File: src/rtl/sa_pe_os.sv
// sa_pe_os: output-stationary systolic PE (signed MAC, operand forwarding, drain chain)
//   clk, rst_n               clock, asynchronous active-low reset
//   i_en                     global stall, 0 holds every register
//   i_a_vld/i_a -> o_a_vld/o_a   left operand in, forwarded right after 1 cycle
//   i_b_vld/i_b -> o_b_vld/o_b   top operand in, forwarded down after 1 cycle
//   i_clr, i_drain           accumulator clear, drain start pulse
//   i_res_vld/i_res -> o_res_vld/o_res   per-column result chain
//   o_busy, o_ovf, o_drain_err   pass-through active, sticky overflow, sticky drain-while-busy
//   SA_PE_SAT_EN             when defined, overflowing accumulation saturates instead of wrapping
module sa_pe_os #(
  parameter int DAT_WIDTH = 16,
  parameter int ACC_WIDTH = 40,
  parameter int ROW       = 0
) (
  input  logic                 clk,
  input  logic                 rst_n,
  input  logic                 i_en,
  input  logic                 i_a_vld,
  input  logic [DAT_WIDTH-1:0] i_a,
  input  logic                 i_b_vld,
  input  logic [DAT_WIDTH-1:0] i_b,
  output logic                 o_a_vld,
  output logic [DAT_WIDTH-1:0] o_a,
  output logic                 o_b_vld,
  output logic [DAT_WIDTH-1:0] o_b,
  input  logic                 i_clr,
  input  logic                 i_drain,
  input  logic                 i_res_vld,
  input  logic [ACC_WIDTH-1:0] i_res,
  output logic                 o_res_vld,
  output logic [ACC_WIDTH-1:0] o_res,
  output logic                 o_busy,
  output logic                 o_ovf,
  output logic                 o_drain_err
);
  localparam int CW  = (ROW > 0) ? $clog2(ROW + 1) : 1;
  localparam int MSB = ACC_WIDTH - 1;
  typedef enum logic {ACC, PASS} state_e;
  state_e                        state_q, state_d;
  logic [CW-1:0]                 cnt_q, cnt_d;
  logic signed [ACC_WIDTH-1:0]   acc_q, acc_d, res_q, res_d, prod_ext, sum, acc_next;
  logic signed [2*DAT_WIDTH-1:0] prod;
  logic                          mac, ovf_ev, ovf_q, ovf_d, res_vld_q, res_vld_d, err_q, err_d;
  logic                          a_vld_q, b_vld_q;
  logic [DAT_WIDTH-1:0]          a_q, b_q;
  assign mac      = i_a_vld & i_b_vld;
  assign prod     = (2*DAT_WIDTH)'($signed(i_a)) * (2*DAT_WIDTH)'($signed(i_b));
  assign prod_ext = ACC_WIDTH'(prod);
  assign sum      = acc_q + prod_ext;
  // overflow: both addends share a sign the wrapped sum does not
  assign ovf_ev   = mac & (acc_q[MSB] == prod_ext[MSB]) & (sum[MSB] != acc_q[MSB]);
`ifdef SA_PE_SAT_EN
  localparam logic signed [ACC_WIDTH-1:0] ACC_MAX = {1'b0, {(ACC_WIDTH-1){1'b1}}};
  localparam logic signed [ACC_WIDTH-1:0] ACC_MIN = {1'b1, {(ACC_WIDTH-1){1'b0}}};
  assign acc_next = !mac ? acc_q : ovf_ev ? (acc_q[MSB] ? ACC_MIN : ACC_MAX) : sum;
`else
  assign acc_next = mac ? sum : acc_q;
`endif
  always_comb begin
    state_d   = state_q;
    cnt_d     = cnt_q;
    res_d     = res_q;
    res_vld_d = 1'b0;
    err_d     = err_q;
    acc_d     = i_clr ? '0 : acc_next;
    ovf_d     = i_clr ? 1'b0 : (ovf_q | ovf_ev);
    if (state_q == ACC) begin
      if (i_drain) begin
        res_d     = acc_next;
        res_vld_d = 1'b1;
        acc_d     = '0;
        ovf_d     = 1'b0;
        if (ROW > 0) begin
          state_d = PASS;
          cnt_d   = CW'(ROW);
        end
      end
    end else begin
      if (i_drain) err_d = 1'b1;
      if (i_res_vld) begin
        res_d     = i_res;
        res_vld_d = 1'b1;
        cnt_d     = cnt_q - CW'(1);
        if (cnt_q == CW'(1)) state_d = ACC;
      end
    end
  end
  always_ff @(posedge clk or negedge rst_n) begin
    if (!rst_n) begin
      state_q   <= ACC;
      cnt_q     <= '0;
      acc_q     <= '0;
      res_q     <= '0;
      res_vld_q <= 1'b0;
      ovf_q     <= 1'b0;
      err_q     <= 1'b0;
      a_vld_q   <= 1'b0;
      a_q       <= '0;
      b_vld_q   <= 1'b0;
      b_q       <= '0;
    end else if (i_en) begin
      state_q   <= state_d;
      cnt_q     <= cnt_d;
      acc_q     <= acc_d;
      res_q     <= res_d;
      res_vld_q <= res_vld_d;
      ovf_q     <= ovf_d;
      err_q     <= err_d;
      a_vld_q   <= i_a_vld;
      a_q       <= i_a;
      b_vld_q   <= i_b_vld;
      b_q       <= i_b;
    end
  end
  assign o_a_vld     = a_vld_q;
  assign o_a         = a_q;
  assign o_b_vld     = b_vld_q;
  assign o_b         = b_q;
  assign o_res_vld   = res_vld_q;
  assign o_res       = res_q;
  assign o_busy      = (state_q == PASS);
  assign o_ovf       = ovf_q;
  assign o_drain_err = err_q;
endmodule

File: config.mk
export PLATFORM = sky130hd
export DESIGN_NAME = sa_pe_os
export DESIGN_NICKNAME = d
export VERILOG_FILES = /design/src/rtl/sa_pe_os.sv
export SDC_FILE = /design/constraint.sdc
export NUM_CORES = 1
export LEC_CHECK = 0
export BUFFER_PORTS_ARGS = -buffer_cell sky130_fd_sc_hd__buf_4
export CAP_MARGIN = 15
export CORE_UTILIZATION = 23
export CTS_CLUSTER_SIZE = 28
export DETAILED_ROUTE_END_ITERATION = 8
export GPL_ROUTABILITY_DRIVEN = 0
export PLACE_DENSITY = 0.49
export SYNTH_ARGS = -nofsm -noshare
export SYNTH_HDL_FRONTEND = slang
export SYNTH_SLANG_ARGS = --single-unit
File: constraint.sdc
create_clock -name clk -period 3.35 [get_ports clk]
set_input_delay 0.1675 -clock clk [delete_from_list [all_inputs] [get_ports clk]]
set_output_delay 0.1675 -clock clk [all_outputs]
set_load 0.02 [all_outputs]
Word level (Yosys, flattened, before mapping)
Cells that the tools add are included.
{"block": "word_totals", "elab_cells": 41, "regBits": 119}
{"block": "classes", "n_addsub": 2, "n_eq_ne": 3, "n_reduce_logical": 4, "n_mux": 16, "bitwise_logic": 4, "n_mul": 1}
{"op": "$mux W40", "count": 7}
{"op": "$add A40 B32 Y40", "count": 1}
{"op": "$mul A16 B16 Y32", "count": 1}
{"op": "$mux W1", "count": 9}
{"op": "$reduce_and A3 Y1", "count": 3}
{"op": "$and A1 B1 Y1", "count": 3}
{"op": "$ne A2 B2 Y1 const B", "count": 1}
{"op": "$reduce_bool A2 Y1", "count": 1}
{"op": "$eq A1 B1 Y1", "count": 1}
{"op": "$ne A1 B1 Y1", "count": 1}
{"op": "$or A1 B1 Y1", "count": 1}
{"op": "$sub A1 B1 Y1 const B", "count": 1}

Depth between registers and ports, before layout
{"block": "depth", "depth_word": 8, "depth_mapped": 37}

Least setup slack after synthesis
Ideal clock, no wire load.
{"block": "synth_path", "kind": "input-to-reg", "startpoint": "in i_b[7]", "endpoint": "reg res_q[39] (netlist: o_res[39])", "setup_ns": 0.069, "path_slack_ns": -4.784, "required_time_ns": 3.281, "cell_stages": 34, "path_buffers": 2, "arrival_time_ns": 8.066, "cell_sequence": "clkbuf_1 clkbuf_1 nand2_1 fa_1 inv_1 fa_1 inv_1 fa_1 inv_1 fa_1 fa_1 inv_1 fa_1 inv_1 ha_1 and3_4 a22oi_2 or4b_4 o21a_1 nand2_1 o21ai_0 a21oi_1 xnor2_1 ha_1 or2_1 a21oi_1 a311oi_1 o211a_1 a21oi_1 o31a_1 and2_1 mux2i_2 or4_1 nand3_1"}
{"block": "synth_via", "elab_chain_len": 5}
{"item": "from (decl)", "line": "21", "text": "input logic [DAT_WIDTH-1:0] i_b,"}
{"item": "$mul A16 B16 Y32", "line": "47", "text": "assign prod = (2*DAT_WIDTH)'($signed(i_a)) * (2*DAT_WIDTH)'($signed(i_b));"}
{"item": "$add A40 B32 Y40", "line": "49", "text": "assign sum = acc_q + prod_ext;"}
{"item": "$mux W40", "line": "57", "text": "assign acc_next = mac ? sum : acc_q;"}
{"item": "$mux W40", "line": "68", "text": "if (i_drain) begin"}
{"item": "$mux W40", "line": "67", "text": "if (state_q == ACC) begin"}
{"item": "to (signal assigned)", "line": "105", "text": "res_q <= res_d;"}
{"item": "to (decl)", "line": "41", "text": "logic signed [ACC_WIDTH-1:0] acc_q, acc_d, res_q, res_d, prod_ext, sum, acc_next;"}
No other way between the ends. The select of a mux whose other input is x is not followed.
A chain may end at the register's enable or synchronous reset.

Final worst setup path
{"block": "layout_path", "startpoint": "in i_a[14]", "endpoint": "reg res_q[39] (netlist: o_res[39])"}
{"block": "layout_via", "elab_chain_len": 5}
{"item": "from (decl)", "line": "19", "text": "input logic [DAT_WIDTH-1:0] i_a,"}
{"item": "$mul A16 B16 Y32", "line": "47"}
{"item": "$add A40 B32 Y40", "line": "49"}
{"item": "$mux W40", "line": "57"}
{"item": "$mux W40", "line": "68"}
{"item": "$mux W40", "line": "67"}
No other way between the ends. The select of a mux whose other input is x is not followed.

==> flow_summary.yaml <==
route:
  drtAntennaViolNets: 0
  vias_per_cell: 4.413
  firstDrtPassIters: 7
  drc: 5
  wl_um: 55610
  vias: 14810
  first_iter_violations: 760
  wl_per_cell_um: 16.57
min_path:
  hp-class: "in -> reg"
  hold_end: "o_res[20]"
  min_path_cells: 4
  min_from: "i_res[20]"
final_layout:
  nFillCells: 7476
  area_growth_pct: 48.29
  final_cell_mix: "buf_4 (446), inv_1 (308), fa_1 (245), nand2_1 (177), dfrtp_1 (118)"
  final_layout_size_suffix_gt1_frac: 0.3922
  finalNetCount: 2849
  ff_latch_area_um2: 2979
  multi_input_area_um2: 14580
  fin_util: 0.3465
  n_antenna_cell: 0
  final_common_cell: "buf_4"
synthesis:
  synth-edff-count: 0
  synthCells: 1880
  yosysUniqueCellTypes: 74
  async_reset_ff_frac: 1.000
  synth-main-ff-cell: "dfrtp_1"
  synth_top_area_frac: 0.3073
  syn_area_um2: 17130
  yosysTopAreaCell: "fa_1"
  synth_nets: 2344
  synth_area_leaders: "fa_1 (31%), dfrtp_1 (17%), ha_1 (8.8%)"
  ys_ff_latch: 119
  syn_avg_cell_area_um2: 9.114
  ys_warn_count: 0
  seq_area_frac_synth: 0.1738
timing:
  slew_violations: 0
  finalClockSkew_ns: 0.01176
  hold_ws_ns: 0.03282
  rsz0062_at_grt: "yes"
  maxSlewHeadroom: 0.3737
  final.min_clock_period_ns: 7.317
  period_share: 2.184
  worst_pin_slew_ns: 0.9362
  fmax_mhz: 136.7
  setup_viol: 72
  worst_slack_ns: -3.967
  hold_violations: 0
cts:
  cts_tree: "done"
  h-tree-depth: 4
  cts_sinks: 119
  cts_buffers: 17
  clock_latency_ns: 0.47
  clockRootBuffer: "clkbuf_16"
  clock_path_buffers: 2
  clk_pin_slew_ns: 0.06
placement:
  io_buffers: 157
  hpwl_um: 44410
  preCtsSetupSlack_ns: -4.684
global_routing:
  grt_overflow: 0
  grt_pass1_vias: 16480
  antenna_found_initial: 0
  grt_max_degree: 77
  grtUsageTotal: 0.1539
  grt_pass1_wl_um: 90880
die:
  io_pins: 158
  initial_core_util: 0.2337
  num_rows: 99
  core_area_um2: 73330
  die_width_um: 274.9
  dieArea_um2: 75590
  die_y_um: 274.9
run_status:
  status: "finished with violations"
  violations: "DRC, setup timing"
worst_setup_path:
  endpoint_kind: "flop"
  path_common_cell: "fa_1"
  slowest_stage: "fa_1"
  reg2reg_from: "acc_q[0]"
  worstPathRequired_ns: 3.76
  cp_max_fo: 10
  critPathKind: "in -> reg"
  max_stage_delay_ns: 0.54
  r2r-end: "o_res[24]"
  ff2ff_setup_slack_ns: -0.07
  reg2reg_depth: 17
  cp-start-kind: "input pin"
  worst-endpoint-arrival_ns: 7.72
job:
  maxCapViolations: 0
[registers in the layout (all words and copies together), names as in the netlist]
signal	cells
acc_q	40
o_res	40
o_a	16
o_b	16
cnt_q	1
o_a_vld	1
o_b_vld	1
o_busy	1
o_drain_err	1
o_ovf	1
o_res_vld	1
[worst max path at each step]
| stage | start | endpoint | slack, ns | cells after the start |
|---|---|---|---|---|
| final | i_a[14] | o_res[39] | -3.97 | 32 |
| after CTS | i_a[5] | o_res[39] | -3.94 | 32 |
| after floorplan | i_b[7] | o_res[39] | -4.08 | 32 |
| after detailed placement | i_b[4] | o_res[35] | -4.68 | 31 |
| after global routing | i_b[4] | o_res[35] | -4.25 | 32 |
| after global placement | i_b[4] | o_res[35] | -4.54 | 34 |
[layout make-up]
| cell class | count | share of cell area |
|---|---|---|
| clock buffers | 20 | 0.01758 |
| clock inverters | 11 | 0.003989 |
| inverters | 333 | 0.04939 |
| multi-input cells | 1346 | 0.5736 |
| flip-flops and latches | 119 | 0.1173 |
| well taps | 959 | 0.04723 |
| repair buffers | 568 | 0.1909 |
[kinds of logic (layout without fill, tap and decap cells)]
family	count (synthesis)	in the layout	share of synthesized area
AND/OR/NAND/NOR	508	508	0.1454
XOR/XNOR	62	62	0.03169
adder cells (fa/ha/maj)	384	384	0.3956
multiplexers	56	56	0.03593
buffers and inverters	415	932	0.09157
AO/OA/AOI/OAI	336	336	0.1260
flip-flops	119	119	0.1738
[routing by layer]
metal  global-route usage  wire (um)
met5                    0          0
met4              0.03344        802
met3              0.02732       2088
met2               0.2558      27150
met1               0.2075      25570
[critical path: cells and delay by family]
kind / cells / cell delay, ns
compound gates: 10 / 1.70
xor+xnor: 1 / 0.16
fa+ha+maj: 8 / 3.53
buf+inv: 5 / 0.38
mux: 1 / 0.08
simple gates: 7 / 1.70
[through the flow]
stage	setup TNS, ns	cells	area, um2
2_1_floorplan	-204.81	1880	17820
6_report	-219.61	3356	25410
4_1_cts	-214.56	3344	24600
5_1_grt	-235.92	3356	25410
3_5_place_dp	-264.64	3242	22170
3_3_place_gp	-263.38	3241	22140
[synth_stat cells, types with 6 or more instances]
cell / number
a21o_1: 25
a21oi_1: 105
a22o_1: 7
a31oi_1: 17
and2_1: 127
and3_1: 15
clkbuf_1: 77
dfrtp_1: 119
fa_1: 263
ha_1: 121
inv_1: 332
mux2_2: 40
mux2i_1: 14
nand2_1: 190
nand2b_1: 12
nand3_1: 19
nand4_1: 9
nor2_1: 83
nor3_1: 14
o21a_1: 11
o21ai_0: 62
o21ai_1: 11
o21bai_1: 11
o22ai_1: 26
o31ai_1: 6
or3_1: 12
xnor2_1: 46
xor2_1: 16
[what timing repair did]
action,CTS,global route
resized for setup,271,144
setup buffers,50,25
pin swaps,133,104
hold buffers,24,0
cloned,2,0
setup endpoints to repair,73,72
hold endpoints to repair,99,0
Power is not shown: default switching activity piles up to over one toggle a cycle in this logic, so the estimate is an artifact.
